### src/rtl/lupdate_if.sv
// lupdate_if: one direction of the 134-bit packet stream between pipeline stages.
//   data_wr       word strobe
//   data          [133:132] 01 head, 11 middle, 10 tail; [131:128] reserved; [127:0] payload
//   data_valid    packet-valid flag, meaningful on the tail only
//   data_valid_wr strobe for data_valid
// master drives the stream, slave consumes it.
interface lupdate_if;
    logic         data_wr;
    logic [133:0] data;
    logic         data_valid;
    logic         data_valid_wr;

    modport master (output data_wr, data, data_valid, data_valid_wr);
    modport slave  (input  data_wr, data, data_valid, data_valid_wr);
endinterface

### src/rtl/lupdate.sv
// lupdate: recognises beacon update messages from the CNC addressed to this
// node, loads the beacon configuration registers from them and removes them
// from the stream. All other words pass through a 3-stage delay line.
// Ports:
//   clk, rst_n            clock, asynchronous active-low reset
//   in_lu   (slave)       input stream from lreport
//   out_lu  (master)      delayed output stream (3 cycles)
//   in_local_mac_id       this node's MAC
//   direction, token_bucket_para, direct_mac_addr   beacon config registers
//   update_cnt            number of committed updates (wraps)
// Build option: LUPDATE_FWD_UPDATE_EN forwards update packets unmodified.
module lupdate #(
    parameter logic [47:0] CNC_MAC  = 48'h010203040506,
    parameter logic [3:0]  UPD_TYPE = 4'hf
) (
    input  logic        clk,
    input  logic        rst_n,
    lupdate_if.slave    in_lu,
    lupdate_if.master   out_lu,
    input  logic [47:0] in_local_mac_id,
    output logic        direction,
    output logic [31:0] token_bucket_para,
    output logic [47:0] direct_mac_addr,
    output logic [31:0] update_cnt
);

`ifdef LUPDATE_FWD_UPDATE_EN
    localparam logic FWD_EN = 1'b1;
`else
    localparam logic FWD_EN = 1'b0;
`endif

    typedef enum logic [1:0] {ST_IDLE, ST_PKT, ST_UPD} state_t;

    typedef struct packed {
        logic [133:0] data;
        logic         wr;
        logic         valid;
        logic         vwr;
        logic         drop;
    } stage_t;

    state_t       state_q, state_d;
    logic [3:0]   cnt_q, cnt_d;
    logic         id_q, id_d;
    logic         cap_q, cap_d;
    logic [47:0]  sh_mac_q, sh_mac_d;
    logic         sh_dir_q, sh_dir_d;
    logic [31:0]  sh_tok_q, sh_tok_d;
    logic [47:0]  mac_q, mac_d;
    logic         dir_q, dir_d;
    logic [31:0]  tok_q, tok_d;
    logic [31:0]  ucnt_q, ucnt_d;
    stage_t [2:0] stg_q, stg_d;
    // Packet membership and packet id of the words in stages 1 and 2, used to
    // retro-tag the words that preceded the match word.
    logic [1:0]   mem_q, mem_d;
    logic [1:0]   pid_q, pid_d;

    logic         head, tail, open, in_pkt, cur_id, match, is_upd, at6, commit, drop_eff;
    logic [3:0]   idx_now;
    logic [127:0] pl;

    always_comb begin
        pl       = in_lu.data[127:0];
        head     = in_lu.data_wr && (in_lu.data[133:132] == 2'b01);
        tail     = in_lu.data_wr && (in_lu.data[133:132] == 2'b10);
        open     = (state_q != ST_IDLE);
        idx_now  = head ? 4'd0 : ((cnt_q == 4'd15) ? 4'd15 : cnt_q + 4'd1);
        in_pkt   = head || (open && in_lu.data_wr);
        // Each head starts a new packet id so tags never leak into a neighbour.
        cur_id   = head ? ~id_q : id_q;
        match    = (state_q == ST_PKT) && in_lu.data_wr && !head && (idx_now == 4'd2) &&
                   (pl[127:80] == in_local_mac_id) && (pl[79:32] == CNC_MAC) &&
                   (pl[31:16] == 16'h88f7) && (pl[11:8] == UPD_TYPE);
        is_upd   = match || ((state_q == ST_UPD) && in_lu.data_wr && !head);
        at6      = (state_q == ST_UPD) && in_lu.data_wr && !head && (idx_now == 4'd6);
        // A 7-word update has word 6 as its tail, so the capture may be this word.
        commit   = (state_q == ST_UPD) && tail && in_lu.data_valid && (cap_q || at6);

        cnt_d = cnt_q;
        if (head)
            cnt_d = 4'd0;
        else if (in_lu.data_wr)
            cnt_d = idx_now;
        id_d = cur_id;

        state_d = state_q;
        if (head)
            state_d = ST_PKT;
        else if (open && in_lu.data_wr) begin
            if (tail)
                state_d = ST_IDLE;
            else if (match)
                state_d = ST_UPD;
        end

        sh_mac_d = sh_mac_q;
        sh_dir_d = sh_dir_q;
        sh_tok_d = sh_tok_q;
        cap_d    = cap_q;
        if (at6) begin
            sh_mac_d = pl[127:80];
            sh_dir_d = pl[79];
            sh_tok_d = pl[63:32];
            cap_d    = 1'b1;
        end
        if (head || tail)
            cap_d = 1'b0;

        mac_d  = mac_q;
        dir_d  = dir_q;
        tok_d  = tok_q;
        ucnt_d = ucnt_q;
        if (commit) begin
            mac_d  = at6 ? pl[127:80] : sh_mac_q;
            dir_d  = at6 ? pl[79]     : sh_dir_q;
            tok_d  = at6 ? pl[63:32]  : sh_tok_q;
            ucnt_d = ucnt_q + 32'd1;
        end

        stg_d[0].data  = in_lu.data;
        stg_d[0].wr    = in_lu.data_wr;
        stg_d[0].valid = in_lu.data_valid;
        stg_d[0].vwr   = in_lu.data_valid_wr;
        stg_d[0].drop  = is_upd;
        mem_d[0]       = in_pkt;
        pid_d[0]       = cur_id;

        stg_d[1]       = stg_q[0];
        stg_d[1].drop  = stg_q[0].drop | (match & mem_q[0] & (pid_q[0] == cur_id));
        mem_d[1]       = mem_q[0];
        pid_d[1]       = pid_q[0];

        stg_d[2]       = stg_q[1];
        stg_d[2].drop  = stg_q[1].drop | (match & mem_q[1] & (pid_q[1] == cur_id));

        drop_eff             = stg_q[2].drop & ~FWD_EN;
        out_lu.data_wr       = stg_q[2].wr    & ~drop_eff;
        out_lu.data          = drop_eff ? '0 : stg_q[2].data;
        out_lu.data_valid    = stg_q[2].valid & ~drop_eff;
        out_lu.data_valid_wr = stg_q[2].vwr   & ~drop_eff;
    end

    always_ff @(posedge clk or negedge rst_n) begin
        if (!rst_n) begin
            state_q  <= ST_IDLE;
            cnt_q    <= '0;
            id_q     <= 1'b0;
            cap_q    <= 1'b0;
            sh_mac_q <= '0;
            sh_dir_q <= 1'b0;
            sh_tok_q <= '0;
            mac_q    <= '0;
            dir_q    <= 1'b0;
            tok_q    <= '0;
            ucnt_q   <= '0;
            stg_q    <= '0;
            mem_q    <= '0;
            pid_q    <= '0;
        end else begin
            state_q  <= state_d;
            cnt_q    <= cnt_d;
            id_q     <= id_d;
            cap_q    <= cap_d;
            sh_mac_q <= sh_mac_d;
            sh_dir_q <= sh_dir_d;
            sh_tok_q <= sh_tok_d;
            mac_q    <= mac_d;
            dir_q    <= dir_d;
            tok_q    <= tok_d;
            ucnt_q   <= ucnt_d;
            stg_q    <= stg_d;
            mem_q    <= mem_d;
            pid_q    <= pid_d;
        end
    end

    assign direction         = dir_q;
    assign token_bucket_para = tok_q;
    assign direct_mac_addr   = mac_q;
    assign update_cnt        = ucnt_q;

endmodule

### src/flat_wrapper.sv
// flat-port wrapper written by rule: the top's interface ports become plain ports
module lupdate_flat 
#(
    parameter logic [47:0] CNC_MAC  = 48'h010203040506,
    parameter logic [3:0]  UPD_TYPE = 4'hf
)
  (clk, rst_n, in_local_mac_id, direction, token_bucket_para, direct_mac_addr, update_cnt, in_lu_data_wr, in_lu_data, in_lu_data_valid, in_lu_data_valid_wr, out_lu_data_wr, out_lu_data, out_lu_data_valid, out_lu_data_valid_wr);
  lupdate_if in_lu_i ();
  lupdate_if out_lu_i ();
  input  logic clk;
  input  logic rst_n;
  input  logic [47:0] in_local_mac_id;
  output logic direction;
  output logic [31:0] token_bucket_para;
  output logic [47:0] direct_mac_addr;
  output logic [31:0] update_cnt;
  input wire logic [$bits(in_lu_i.data_wr)-1:0] in_lu_data_wr;
  input wire logic [$bits(in_lu_i.data)-1:0] in_lu_data;
  input wire logic [$bits(in_lu_i.data_valid)-1:0] in_lu_data_valid;
  input wire logic [$bits(in_lu_i.data_valid_wr)-1:0] in_lu_data_valid_wr;
  output wire logic [$bits(out_lu_i.data_wr)-1:0] out_lu_data_wr;
  output wire logic [$bits(out_lu_i.data)-1:0] out_lu_data;
  output wire logic [$bits(out_lu_i.data_valid)-1:0] out_lu_data_valid;
  output wire logic [$bits(out_lu_i.data_valid_wr)-1:0] out_lu_data_valid_wr;
  assign in_lu_i.data_wr = in_lu_data_wr;
  assign in_lu_i.data = in_lu_data;
  assign in_lu_i.data_valid = in_lu_data_valid;
  assign in_lu_i.data_valid_wr = in_lu_data_valid_wr;
  assign out_lu_data_wr = out_lu_i.data_wr;
  assign out_lu_data = out_lu_i.data;
  assign out_lu_data_valid = out_lu_i.data_valid;
  assign out_lu_data_valid_wr = out_lu_i.data_valid_wr;
  lupdate #(.CNC_MAC(CNC_MAC), .UPD_TYPE(UPD_TYPE)) u_core (.clk(clk), .rst_n(rst_n), .in_lu(in_lu_i), .out_lu(out_lu_i), .in_local_mac_id(in_local_mac_id), .direction(direction), .token_bucket_para(token_bucket_para), .direct_mac_addr(direct_mac_addr), .update_cnt(update_cnt));
endmodule
### config.mk
export PLATFORM = sky130hd
export DESIGN_NAME = lupdate_flat
export DESIGN_NICKNAME = d
export VERILOG_FILES = /design/src/rtl/lupdate_if.sv /design/src/rtl/lupdate.sv /design/src/flat_wrapper.sv
export SDC_FILE = /design/constraint.sdc
export NUM_CORES = 1
export LEC_CHECK = 0
export ABC_AREA = 1
export CAP_MARGIN = 40
export CORE_MARGIN = 8
export CORE_UTILIZATION = 28
export DETAILED_ROUTE_END_ITERATION = 12
export HOLD_SLACK_MARGIN = 0.15
export PLACE_DENSITY_LB_ADDON = 0.15
export SYNTH_ARGS = -nofsm -noshare
export SYNTH_HDL_FRONTEND = slang
export SYNTH_SLANG_ARGS = --single-unit
### constraint.sdc
create_clock -name clk -period 2.2 [get_ports clk]
set_clock_uncertainty 0.1 [all_clocks]
set_input_delay 0.22 -clock clk [delete_from_list [all_inputs] [get_ports clk]]
set_output_delay 0.22 -clock clk [all_outputs]
set_load 0.02 [all_outputs]
Word level (Yosys, flattened, before mapping)
Cells that the tools add are included.
{"block": "classes", "addsub": 2, "n_eq_ne": 13, "mux": 15, "bitwise": 11, "reduce_logical": 27}
{"cell": "$mux W134", "count": 1}
{"cell": "$eq A48 B41 Y1 const B", "count": 1}
{"cell": "$eq A48 B48 Y1", "count": 1}
{"cell": "$mux W48", "count": 1}
{"cell": "$add A32 B1 Y32 const B", "count": 1}
{"cell": "$mux W32", "count": 1}
{"cell": "$eq A16 B16 Y1 const B", "count": 1}
{"cell": "$logic_and A1 B1 Y1", "count": 16}
{"cell": "$mux W4", "count": 4}
{"cell": "$eq A4 B4 Y1 const B", "count": 2}
{"cell": "$mux W2", "count": 4}
{"cell": "$reduce_bool A2 Y1", "count": 4}
{"cell": "$and A1 B1 Y1", "count": 7}
{"cell": "$add A4 B1 Y4 const B", "count": 1}
{"cell": "$eq A2 B1 Y1 const B", "count": 2}
{"cell": "$eq A2 B2 Y1 const B", "count": 2}
{"cell": "$eq A4 B2 Y1 const B", "count": 1}
{"cell": "$eq A4 B3 Y1 const B", "count": 1}
{"cell": "$logic_or A1 B1 Y1", "count": 4}
{"cell": "$mux W1", "count": 4}
{"cell": "$reduce_bool A3 Y1", "count": 1}
{"cell": "$eq A1 B1 Y1", "count": 2}
{"cell": "$not A1 Y1", "count": 2}
{"cell": "$or A1 B1 Y1", "count": 2}
{"cell": "2 further kinds", "count": 2}
{"block": "word_totals", "register_bits": 620, "wordCells": 96}

Longest topological paths before layout
Gate-level depths: netlist of the first run.
{"block": "depth", "word_depth": 13, "depth_mapped": 13, "depth_no_buf": 12}

Worst setup path before layout of the first run
Ideal clock, no wire load.
{"block": "synth_timing", "path_kind": "register to register", "startpoint": "register u_core.cnt_q[0]", "endpoint": "register u_core.ucnt_q[7], in the netlist u_core.update_cnt[7]", "setup_time_ns": 0.117, "t_arrival_ns": 1.745, "required_time_ns": 1.983, "setup_slack_ns": 0.238, "stages_incl_launch_ff": 12, "path_buffers": 2, "period_less_slack_ns": 1.962, "path_cell_list": "dfrtp_1 > ha_1 > nand3_1 > nand2_1 > nor3_2 > nand3_4 > nand2_2 > nand2_4 > buf_4 > buf_2 > nand2_1 > nand2_1"}
{"block": "synth_between", "elab_chain_len": 7, "word_cells_on_any_way": 8, "cone_classes": "add/sub: 1; eq/ne: 2; mux: 2; reduce/logical: 3"}
{"element": "start, declared", "line_no": "lupdate.sv:44", "source": "logic [3:0] cnt_q, cnt_d;"}
{"element": "start signal, assigned", "line_no": "lupdate.sv:163", "source": "cnt_q <= cnt_d;"}
{"element": "$add A4 B1 Y4 or $eq A4 B4 Y1 (tied branches)", "line_no": "lupdate.sv:69", "source": "idx_now = head ? 4'd0 : ((cnt_q == 4'd15) ? 4'd15 : cnt_q + 4'd1);"}
{"element": "$mux W4 (*) (2 in a row)", "line_no": "lupdate.sv:69"}
{"element": "$eq A4 B3 Y1 (*)", "line_no": "lupdate.sv:77", "source": "at6 = (state_q == ST_UPD) && in_lu.data_wr && !head && (idx_now == 4'd6);"}
{"element": "$logic_and A1 B1 Y1 (*)", "line_no": "lupdate.sv:77"}
{"element": "$logic_or A1 B1 Y1 (*)", "line_no": "lupdate.sv:79", "source": "commit = (state_q == ST_UPD) && tail && in_lu.data_valid && (cap_q || at6);"}
{"element": "$logic_and A1 B1 Y1 (*)", "line_no": "lupdate.sv:79"}
{"element": "end signal, assigned", "line_no": "lupdate.sv:172", "source": "ucnt_q <= ucnt_d;"}
{"element": "end, declared", "line_no": "lupdate.sv:53", "source": "logic [31:0] ucnt_q, ucnt_d;"}
Mark *: on every way between the ends. The rest lies on a longest branch, timed or not.
A chain may end at the register's enable or synchronous reset.

Worst setup path after layout of the first run
{"block": "layout_timing", "startpoint": "register u_core.cnt_q[1]", "endpoint": "register u_core.ucnt_q[18], in the netlist u_core.update_cnt[18]"}
Same word-level chain as after synthesis.

==> impl_metrics.yaml, run 1 <==
run_status:
  status: "finished, final reports clean"
clock_tree:
  cts_htree_levels: 3
  clockRootBuffer: "clkbuf_16"
  cts_sinks: 619
  clk_latency_ps: 600
  cts_tree: "yes"
  clk_pin_slew_ps: 60
  cts_buffers: 69
  cts_buffer_depth: 3
sta:
  max_slew_margin: 0.668
  setup_viol: 0
  rsz0062_at_grt: "yes"
  fin_crit_sh: 0.967
  min_period_ps: 2130
  finalHoldViolCount: 0
  worst_slew_pin_slew_ps: 497
  max_clock_freq_mhz: 470
  drv_slew: 0
  setup_ws_ps: 72.5
setup_path:
  cp-start-kind: "register"
  end_kind: "register"
  cp.required_ps: 2580
  crit_type: "register to register"
  worstPathArrival_ps: 2510
  path_max_fanout: 57
power:
  power_w: 0.0263
  leakagePower_nw: 15.5
  powerDensity_mw_per_mm2: 841
  peakVddDrop_uv: 503
finish:
  final_cell_area_mm2: 0.0312
  drive_gt1_frac: 0.156
  fin_cells: 3706
  area_delta_synth_final_pct: 47.2
  final_common_cell: "dfrtp_1"
  finalNetCount: 2867
  final_cell_mix: "dfrtp_1, nand2_1, clkdlybuf4s50_1"
global_route:
  grt_util_met3: 0.0338
  grt.busiest_layer: "met2"
  use_met1: 0.193
  grtUsageTotal: 0.150
  grt_pass1_vias: 16200
  grt_pass1_wl_mm: 99.2
  grt_max_degree: 75
  overflow: 0
  antenna_found_initial: 4
  use_met2: 0.252
synth:
  ys_seq_area_frac: 0.730
  syn_area_mm2: 0.0212
  synth_top_area_cell: "dfrtp_1"
  ys.warnings.count: 0
  synth_top_area_frac: 0.730
  yosys_most_used_dff: "dfrtp_1"
  synth_edf_count: 0
  ys_seq_elements: 619
  synth_area_leaders: "dfrtp_1, nand2_1, inv_1"
  synth_compound_area_frac: 0.0260
  yosysUniqueCellTypes: 33
  syn-num-nets: 2163
  yosys.area_share.simple: 0.159
  synth_area_per_cell_um2: 10.8
  ys_async_sr_fraction: 1.00
  synth.area.mux_share: 0
  synthXorXnorAreaFrac: 0.0177
  synthAdderAreaFrac: 0.00118
  synth_top_family_by_area: "simple AND/OR/NAND/NOR gates"
  netlist_instances: 1974
floorplan:
  fp.dieW_um: 291
  dieArea_mm2: 0.0849
  start_util: 0.281
  core_region_area_mm2: 0.0754
  fp-row-count: 101
  die_y_um: 291
  pin_count: 437
placed_design:
  dp_hpwl_mm: 45.6
  placed_cells: 3444
  numPortBuffers: 436
  preCtsSetupSlack_ps: -342
  dpl_cell_area_mm2: 0.0275
  gp_congestion: 0.838
routing:
  num_vias: 15100
  ant_nets: 0
  drt-pass1-iter-count: 5
  avgRoutedWirePerCell_um: 17.6
  dr.first_iter.drc_count: 815
  viasPerCell: 4.08
  drc: 0
  wirelength_mm: 65.3
flow_run:
  drv_cap: 0
hold_path:
  holdCritPathClass: "input port to register"
## layout make-up
class	instances	area (µm²)
fill	7312	44200
sequential	619	15500
timing repair buffer	689	6460
multi-input combinational	1016	4560
clock buffer	92	1980
tap	978	1220
inverter	283	1070
clock inverter	27	445
antenna	2	5.00
## cell usage after synthesis (6+ instances only)
library cell  count
clkbuf_1         18
dfrtp_1         619
o21ai_0          21
xor2_1           15
nand2_1         578
xnor2_1          28
buf_1             6
nand4_1           6
nor2_1          232
nand3_1          20
buf_6            11
buf_2            11
buf_4             8
nand3b_1          7
inv_1           281
nor3_1           11
o21ai_1          80
## where the power goes
group / leakage [nW] / internal (W) / switching [W]
Combinational: 6.63 / 0.000948 / 0.00115
Sequential: 7.65 / 0.0119 / 0.000166
Clock: 1.19 / 0.00743 / 0.00467
Total: 15.5 / 0.0203 / 0.00599
## worst max-delay path, stage by stage (launching register included)
cell	delay, ps
dfrtp_1	380
ha_2	310
inv_1	30
nand2_1	50
inv_1	60
nor3_4	220
nand3_4	120
nand2_2	100
nand2_4	110
buf_12	190
o21ai_1	180
nand2_1	60
## state kept, by name (all words and copies together), names as in the netlist, 4 cells and up
name / cells
u_core.stg_d: 274
u_core.stg_q: 139
u_core.direct_mac_addr: 48
u_core.sh_mac_q: 48
u_core.sh_tok_q: 32
u_core.token_bucket_para: 32
u_core.update_cnt: 32
u_core.cnt_q: 4
## final timing paths
path	start	end	slack (ps)	cells past startpoint
setup / recovery	u_core.cnt_q[1]	u_core.update_cnt[18]	70	11
hold / removal	in_lu_data[42]	u_core.stg_d[184]	190	2
setup reg to reg	u_core.cnt_q[1]	u_core.update_cnt[18]	70	11
hold reg to reg	u_core.stg_d[256]	u_core.stg_d[394]	240	0
max in group asynchronous	rst_n	u_core.stg_q[355]	1200	3
min in group asynchronous	rst_n	u_core.sh_mac_q[19]	290	3
## logic make-up after synthesis
kind of cell / Yosys count
and+or+nand+nor: 863
AOI/OAI and AO/OA: 108
xor gates and xnor gates: 43
DFF: 619
buffers and inverters: 339
adders and majority gates: 2
## timing repair
item                                    in CTS  in global routing
hold buffers                               132                  0
hold endpoints to repair                   708                  0
pin swaps                                    1                  4
resized for setup                          597                 66
gates cloned                                 2                  5
buffers inserted                             2                  1
endpoints found under the setup margin     139                136
## routing by layer
| layer | up-vias | wire length [µm] |
|---|---|---|
| li1 | 7299 | - |
| met1 | 7342 | 28800 |
| met2 | 374 | 31900 |
| met3 | 102 | 3180 |
| met4 | 4 | 1490 |
| met5 | - | 21 |
## per-stage QoR
| step | hold WS, ps | setup TNS, ps | util |
|---|---|---|---|
| global placement | 105 | -8890 | 0.365 |
| finish | 186 | 0 | 0.414 |
| detailed placement | 108 | -20110 | 0.365 |
| global route | 162 | -442 | 0.414 |
| CTS | 151 | -44.1 | 0.410 |
| floorplan | -176 | 0 | - |
(Power assumes the default switching activity.)
==> run 2, diff against run 1 <==
--- a/config.mk
+++ b/config.mk
@@ -6,6 +6,7 @@
 export NUM_CORES = 1
 export LEC_CHECK = 0
 export ABC_AREA = 1
+export ABC_CLOCK_PERIOD_IN_PS = 2300
 export CAP_MARGIN = 40
 export CORE_MARGIN = 8
 export CORE_UTILIZATION = 28
==> constraint.sdc (replaced) <==
create_clock -name clk -period 2.3 [get_ports clk]
set_clock_uncertainty 0.1 [all_clocks]
set_input_delay 0.23 -clock clk [delete_from_list [all_inputs] [get_ports clk]]
set_output_delay 0.23 -clock clk [all_outputs]
set_load 0.02 [all_outputs]
==> run 2 against run 1 <==
Effect of this change:
- clock power shrank 3%
- combinational power fell by 7%
- sequential power shrank 4%
- total power fell by 4.0%
- critical path depth shrank 8
- first-iteration DRC count is 7.1% lower
- worst hold slack lost 3.1 ps
- largest cell class unchanged
- largest power group is now the clock network
- highest routed layer unchanged
==> impl_metrics.yaml, run 2 (synthesis results as in run 1) <==
run_status:
  status: "finished, final reports clean"
clock_tree:
  clk_latency_ps: 590
  cts_htree_levels: 3
  cts_sinks: 619
  cts_buffers: 72
  cts_tree: "yes"
  clockRootBuffer: "clkbuf_16"
  cts_buffer_depth: 3
  clk_pin_slew_ps: 50
power:
  p_int_w: 0.0194
  pwr-share-comb: 0.078
  powerDensity_mw_per_mm2: 809
  p_sw_frac: 0.231
  power_w: 0.0252
  clockPowerShare: 0.464
  leakagePower_nw: 15.4
  peakVddDrop_uv: 496
  p_sw_w: 0.00582
  pwr-share-seq: 0.458
setup_path:
  r2r_start: "u_core.cnt_q[0]"
  path_max_fanout: 35
  crit_buf_inv: 2
  cp_slowest_stage_delay_ps: 540
  path_cells: "buf_12, nor2_1, dlygate4sd2_1"
  worstPathArrival_ps: 1900
  reg2regPathDepth: 10
  r2r_slack_ps: 160
  crit_type: "register to output port"
  r2r_end: "u_core.update_cnt[4]"
  cp-start-kind: "register"
  cp.required_ps: 1970
  path_delay_family: "buffers and inverters"
  slowest_stage: "dfrtp_4"
  end_kind: "output port"
floorplan:
  fp.dieW_um: 291
  start_util: 0.281
  die_y_um: 291
  core_region_area_mm2: 0.0754
  fp-row-count: 101
  pin_count: 437
  dieArea_mm2: 0.0849
sta:
  max_clock_freq_mhz: 448
  rsz0062_at_grt: "yes"
  setup_viol: 0
  fin_crit_sh: 0.971
  max_slew_margin: 0.648
  tns_ps: 0
  finalHoldViolCount: 0
  min_period_ps: 2230
  drv_slew: 0
  worst_slew_pin_slew_ps: 526
  fin_hold_ws_ps: 183
global_route:
  overflow: 0
  grt_max_degree: 72
  antenna_found_initial: 4
  grt_pass1_vias: 16200
  grtUsageTotal: 0.149
  grt_pass1_wl_mm: 98.3
routing:
  viasPerCell: 4.08
  dr.first_iter.drc_count: 757
  drt-pass1-iter-count: 5
  drc: 0
  wirelength_mm: 64.4
  ant_nets: 0
  avgRoutedWirePerCell_um: 17.4
  num_vias: 15100
flow_run:
  drv_cap: 0
finish:
  drive_gt1_frac: 0.122
  regArea_mm2: 0.0155
  final_common_cell: "dfrtp_1"
  nFillCells: 7309
  finalNetCount: 2846
  final_cell_mix: "dfrtp_1, nand2_1, clkdlybuf4s50_1"
  area_delta_synth_final_pct: 46.9
  largest_reg_flops: 274
  multi_input_area_mm2: 0.00440
  fin_cells: 3694
  final_cell_area_mm2: 0.0312
hold_path:
  min_from: "in_lu_data[54]"
  min_to: "u_core.stg_d[196]"
  holdCritPathClass: "input port to register"
  whs_path_depth: 2
placed_design:
  dp_hpwl_mm: 45.8
  numPortBuffers: 436
  gp_congestion: 0.819
  dpl_cell_area_mm2: 0.0275
  placed_cells: 3423
==> run 2: changes by cell type in the layout (fill, tap and decap cells not counted), moves of 5 or more <==
cell,before,now
dlygate4sd2_1,3,53
buf_2,96,49
buf_4,123,87
nor2_1,198,216
nor2_4,17,4
o21ai_2,15,4
buf_12,14,23
o21ai_1,72,78
clkbuf_8,12,17
nor2_2,20,15
o21ai_0,14,19
==> run 2: timing repair <==
action / CTS / global route
hold buffers: 130 / 0
gates cloned: 1 / 4
pin swaps: 0 / 3
setup endpoints to repair: 138 / 150
gates resized for setup: 360 / 77
endpoints found under the hold margin: 748 / 0
setup buffers: 3 / 1
==> run 2: area by class of cell <==
cell class / count / share of cell area
flip-flops and latches: 619 / 0.497
repair buffers: 665 / 0.208
multi-input cells: 1016 / 0.141
clock buffers: 104 / 0.0691
well taps: 978 / 0.0392
inverters: 283 / 0.0345
clock inverters: 26 / 0.0108
diodes: 3 / 0.000241
==> run 2: per-stage QoR <==
stage,utilization,setup slack [ps]
2_1_floorplan,-,338
4_1_cts,0.412,-3.13
3_3_place_gp,0.364,-190
5_1_grt,0.413,-23.1
6_report,0.413,67.2
3_5_place_dp,0.364,-237
==> run 2: how the worst max path moves through the flow <==
stage | end | start | slack [ps] | cells after the start
floorplan | u_core.update_cnt[7] | u_core.cnt_q[0] | 340 | 11
global placement | u_core.state_q[0] | in_lu_data[81] | -190 | 12
detailed placement | u_core.state_q[1] | in_lu_data[80] | -240 | 11
CTS | out_lu_data[8] | u_core.drop_eff | -3 | 4
global route | u_core.state_q[1] | in_lu_data[99] | -20 | 13
finish | out_lu_data[80] | u_core.drop_eff | 70 | 3
==> run 2: power groups by stage <==
stage / clock [W] / combinational, W / sequential [W]
after floorplan: 0 / 0.000632 / 0.0117
after global placement: 0 / 0.00185 / 0.0117
after detailed placement: 0 / 0.00187 / 0.0118
after CTS: 0.0121 / 0.00199 / 0.0116
after global routing: 0.0126 / 0.00217 / 0.0116
final: 0.0117 / 0.00196 / 0.0116
==> run 2: per-layer routing <==
metal	GRT usage	vias to the layer above	share of wire
met3	0.0394	84	0.056
met2	0.254	390	0.49
met4	0.0370	2	0.018
met5	0	-	0.00014
li1	-	7257	-
met1	0.187	7355	0.43
==> run 3, diff against run 2 <==
--- a/config.mk
+++ b/config.mk
@@ -8,6 +8,7 @@
 export ABC_AREA = 1
 export ABC_CLOCK_PERIOD_IN_PS = 2300
 export CAP_MARGIN = 40
+export CORE_ASPECT_RATIO = 0.75
 export CORE_MARGIN = 8
 export CORE_UTILIZATION = 28
 export DETAILED_ROUTE_END_ITERATION = 12
@@ -16,3 +17,4 @@
 export SYNTH_ARGS = -nofsm -noshare
 export SYNTH_HDL_FRONTEND = slang
 export SYNTH_SLANG_ARGS = --single-unit
+export TNS_END_PERCENT = 10
==> run 3 against run 2 <==
Effect of this change:
- final cell count decreased by 0.24%
- core utilization is essentially flat
- sequential power barely moved
- die area is 0.11% higher
- critical path type unchanged
- via count shrank 0.94%
- global-route usage is 0.33 points lower
- largest power group is now sequential cells
- non-clock buffer count is 3 higher
- wire length fell by 2.8%
==> impl_metrics.yaml, run 3 (synthesis results as in run 1) <==
power:
  power_w: 0.0246
  powerDensity_mw_per_mm2: 793
  peakVddDrop_uv: 409
  leakagePower_nw: 15.3
global_route:
  grt_pass1_wl_mm: 96.0
  overflow: 0
  grtUsageTotal: 0.145
  grt_pass1_vias: 15900
  antenna_found_initial: 7
  grt_max_degree: 92
setup_path:
  crit_type: "register to output port"
  path_max_fanout: 60
  path_cells: "buf_12, nor2_2, clkdlybuf4s15_2"
  end_kind: "output port"
  worstPathArrival_ps: 1890
  cp.required_ps: 1970
  path_delay_family: "buffers and inverters"
  cp_slowest_stage_delay_ps: 500
  crit_buf_inv: 2
  cp-start-kind: "register"
  slowest_stage: "dfrtp_4"
clock_tree:
  clk_pin_slew_ps: 60
  cts_htree_levels: 3
  cts_tree: "yes"
  clockRootBuffer: "clkbuf_16"
  cts_sinks: 619
  clk_latency_ps: 600
  cts_buffers: 66
  cts_buffer_depth: 3
finish:
  final_core_util: 0.413
  final_common_cell: "dfrtp_1"
  fin_cells: 3685
  finalNetCount: 2843
  area_delta_synth_final_pct: 46.2
  final_cell_mix: "dfrtp_1, nand2_1, clkdlybuf4s50_1"
  nFillCells: 7280
  largest_reg_flops: 274
  final_cell_area_mm2: 0.0310
  drive_gt1_frac: 0.114
sta:
  finalHoldViolCount: 0
  max_clock_freq_mhz: 451
  setup_viol: 0
  fin_crit_sh: 0.963
  setup_ws_ps: 84.8
  min_period_ps: 2220
  drv_slew: 0
  rsz0062_at_grt: "yes"
  worst_slew_pin_slew_ps: 477
  max_slew_margin: 0.682
floorplan:
  start_util: 0.283
  pin_count: 437
  core_region_area_mm2: 0.0751
  die_y_um: 254
  dieArea_mm2: 0.0850
  fp.dieW_um: 334
  fp-row-count: 87
routing:
  ant_nets: 0
  drc: 0
  num_vias: 14900
  viasPerCell: 4.06
  drt-pass1-iter-count: 5
  dr.first_iter.drc_count: 1009
  avgRoutedWirePerCell_um: 17.0
  wirelength_mm: 62.7
placed_design:
  gp_congestion: 0.843
  dpl_cell_area_mm2: 0.0276
  dp_hpwl_mm: 44.6
  numPortBuffers: 436
  placed_cells: 3428
  preCtsSetupSlack_ps: -45.1
flow_run:
  drv_cap: 0
run_status:
  status: "finished, final reports clean"
hold_path:
  holdCritPathClass: "input port to register"
-- run 3: repair_timing --
action                                  4_1_cts  5_1_grt
gates resized for setup                     382       35
gates cloned                                  1        3
setup buffers                                 0        2
pin swaps                                     0        1
hold endpoints to repair                    754        0
hold buffers                                132        0
endpoints found under the setup margin      137      152
-- run 3: final timing paths --
path                                    from                            to  slack, ps  cells after the start
setup / recovery             u_core.drop_eff               out_lu_data[83]         80                      3
max in group asynchronous              rst_n  u_core.token_bucket_para[14]       1310                      3
setup reg to reg             u_core.cnt_q[1]    u_core.direct_mac_addr[20]        130                     12
hold / removal               in_lu_data[105]             u_core.stg_d[247]        190                      2
hold reg to reg            u_core.stg_d[185]             u_core.stg_d[323]        240                      0
min in group asynchronous              rst_n             u_core.stg_q[311]        300                      3
-- run 3: layout make-up --
type                    instances  area (µm²)  area share
flip-flops and latches        619       15500       0.499
inverters                     283        1070      0.0346
clock buffers                  95        1910      0.0617
repair buffers                668        6560       0.212
diodes                          3        7.51    0.000242
multi-input cells            1016        4380       0.141
clock inverters                22         370      0.0119
well taps                     979        1220      0.0395
-- run 3: report_power, final --
group	switching, W	internal (W)
Combinational	0.00105	0.000866
Sequential	0.000157	0.0114
Clock	0.00440	0.00673
-- run 3: worst reg2reg max path: cells and delay by family, from the launching register on --
family | cells | cell delay (ps)
simple gates | 5 | 410
flops | 1 | 410
compound gates | 1 | 250
buf+inv | 5 | 620
fa+ha+maj | 1 | 320
-- run 3: stage by stage --
step	TNS [ps]	hold WS [ps]
4_1_cts	-65.5	155
3_3_place_gp	-110	128
6_report	0	194
3_5_place_dp	-482	126
2_1_floorplan	0	-166
5_1_grt	-28.4	179
-- run 3: layer usage --
metal | part of all wire | GRT usage | vias to the layer above
li1 | - | - | 7244
met1 | 0.47 | 0.199 | 7234
met5 | 0.00088 | 0 | -
met2 | 0.45 | 0.227 | 362
met3 | 0.057 | 0.0401 | 98
met4 | 0.023 | 0.0410 | 8
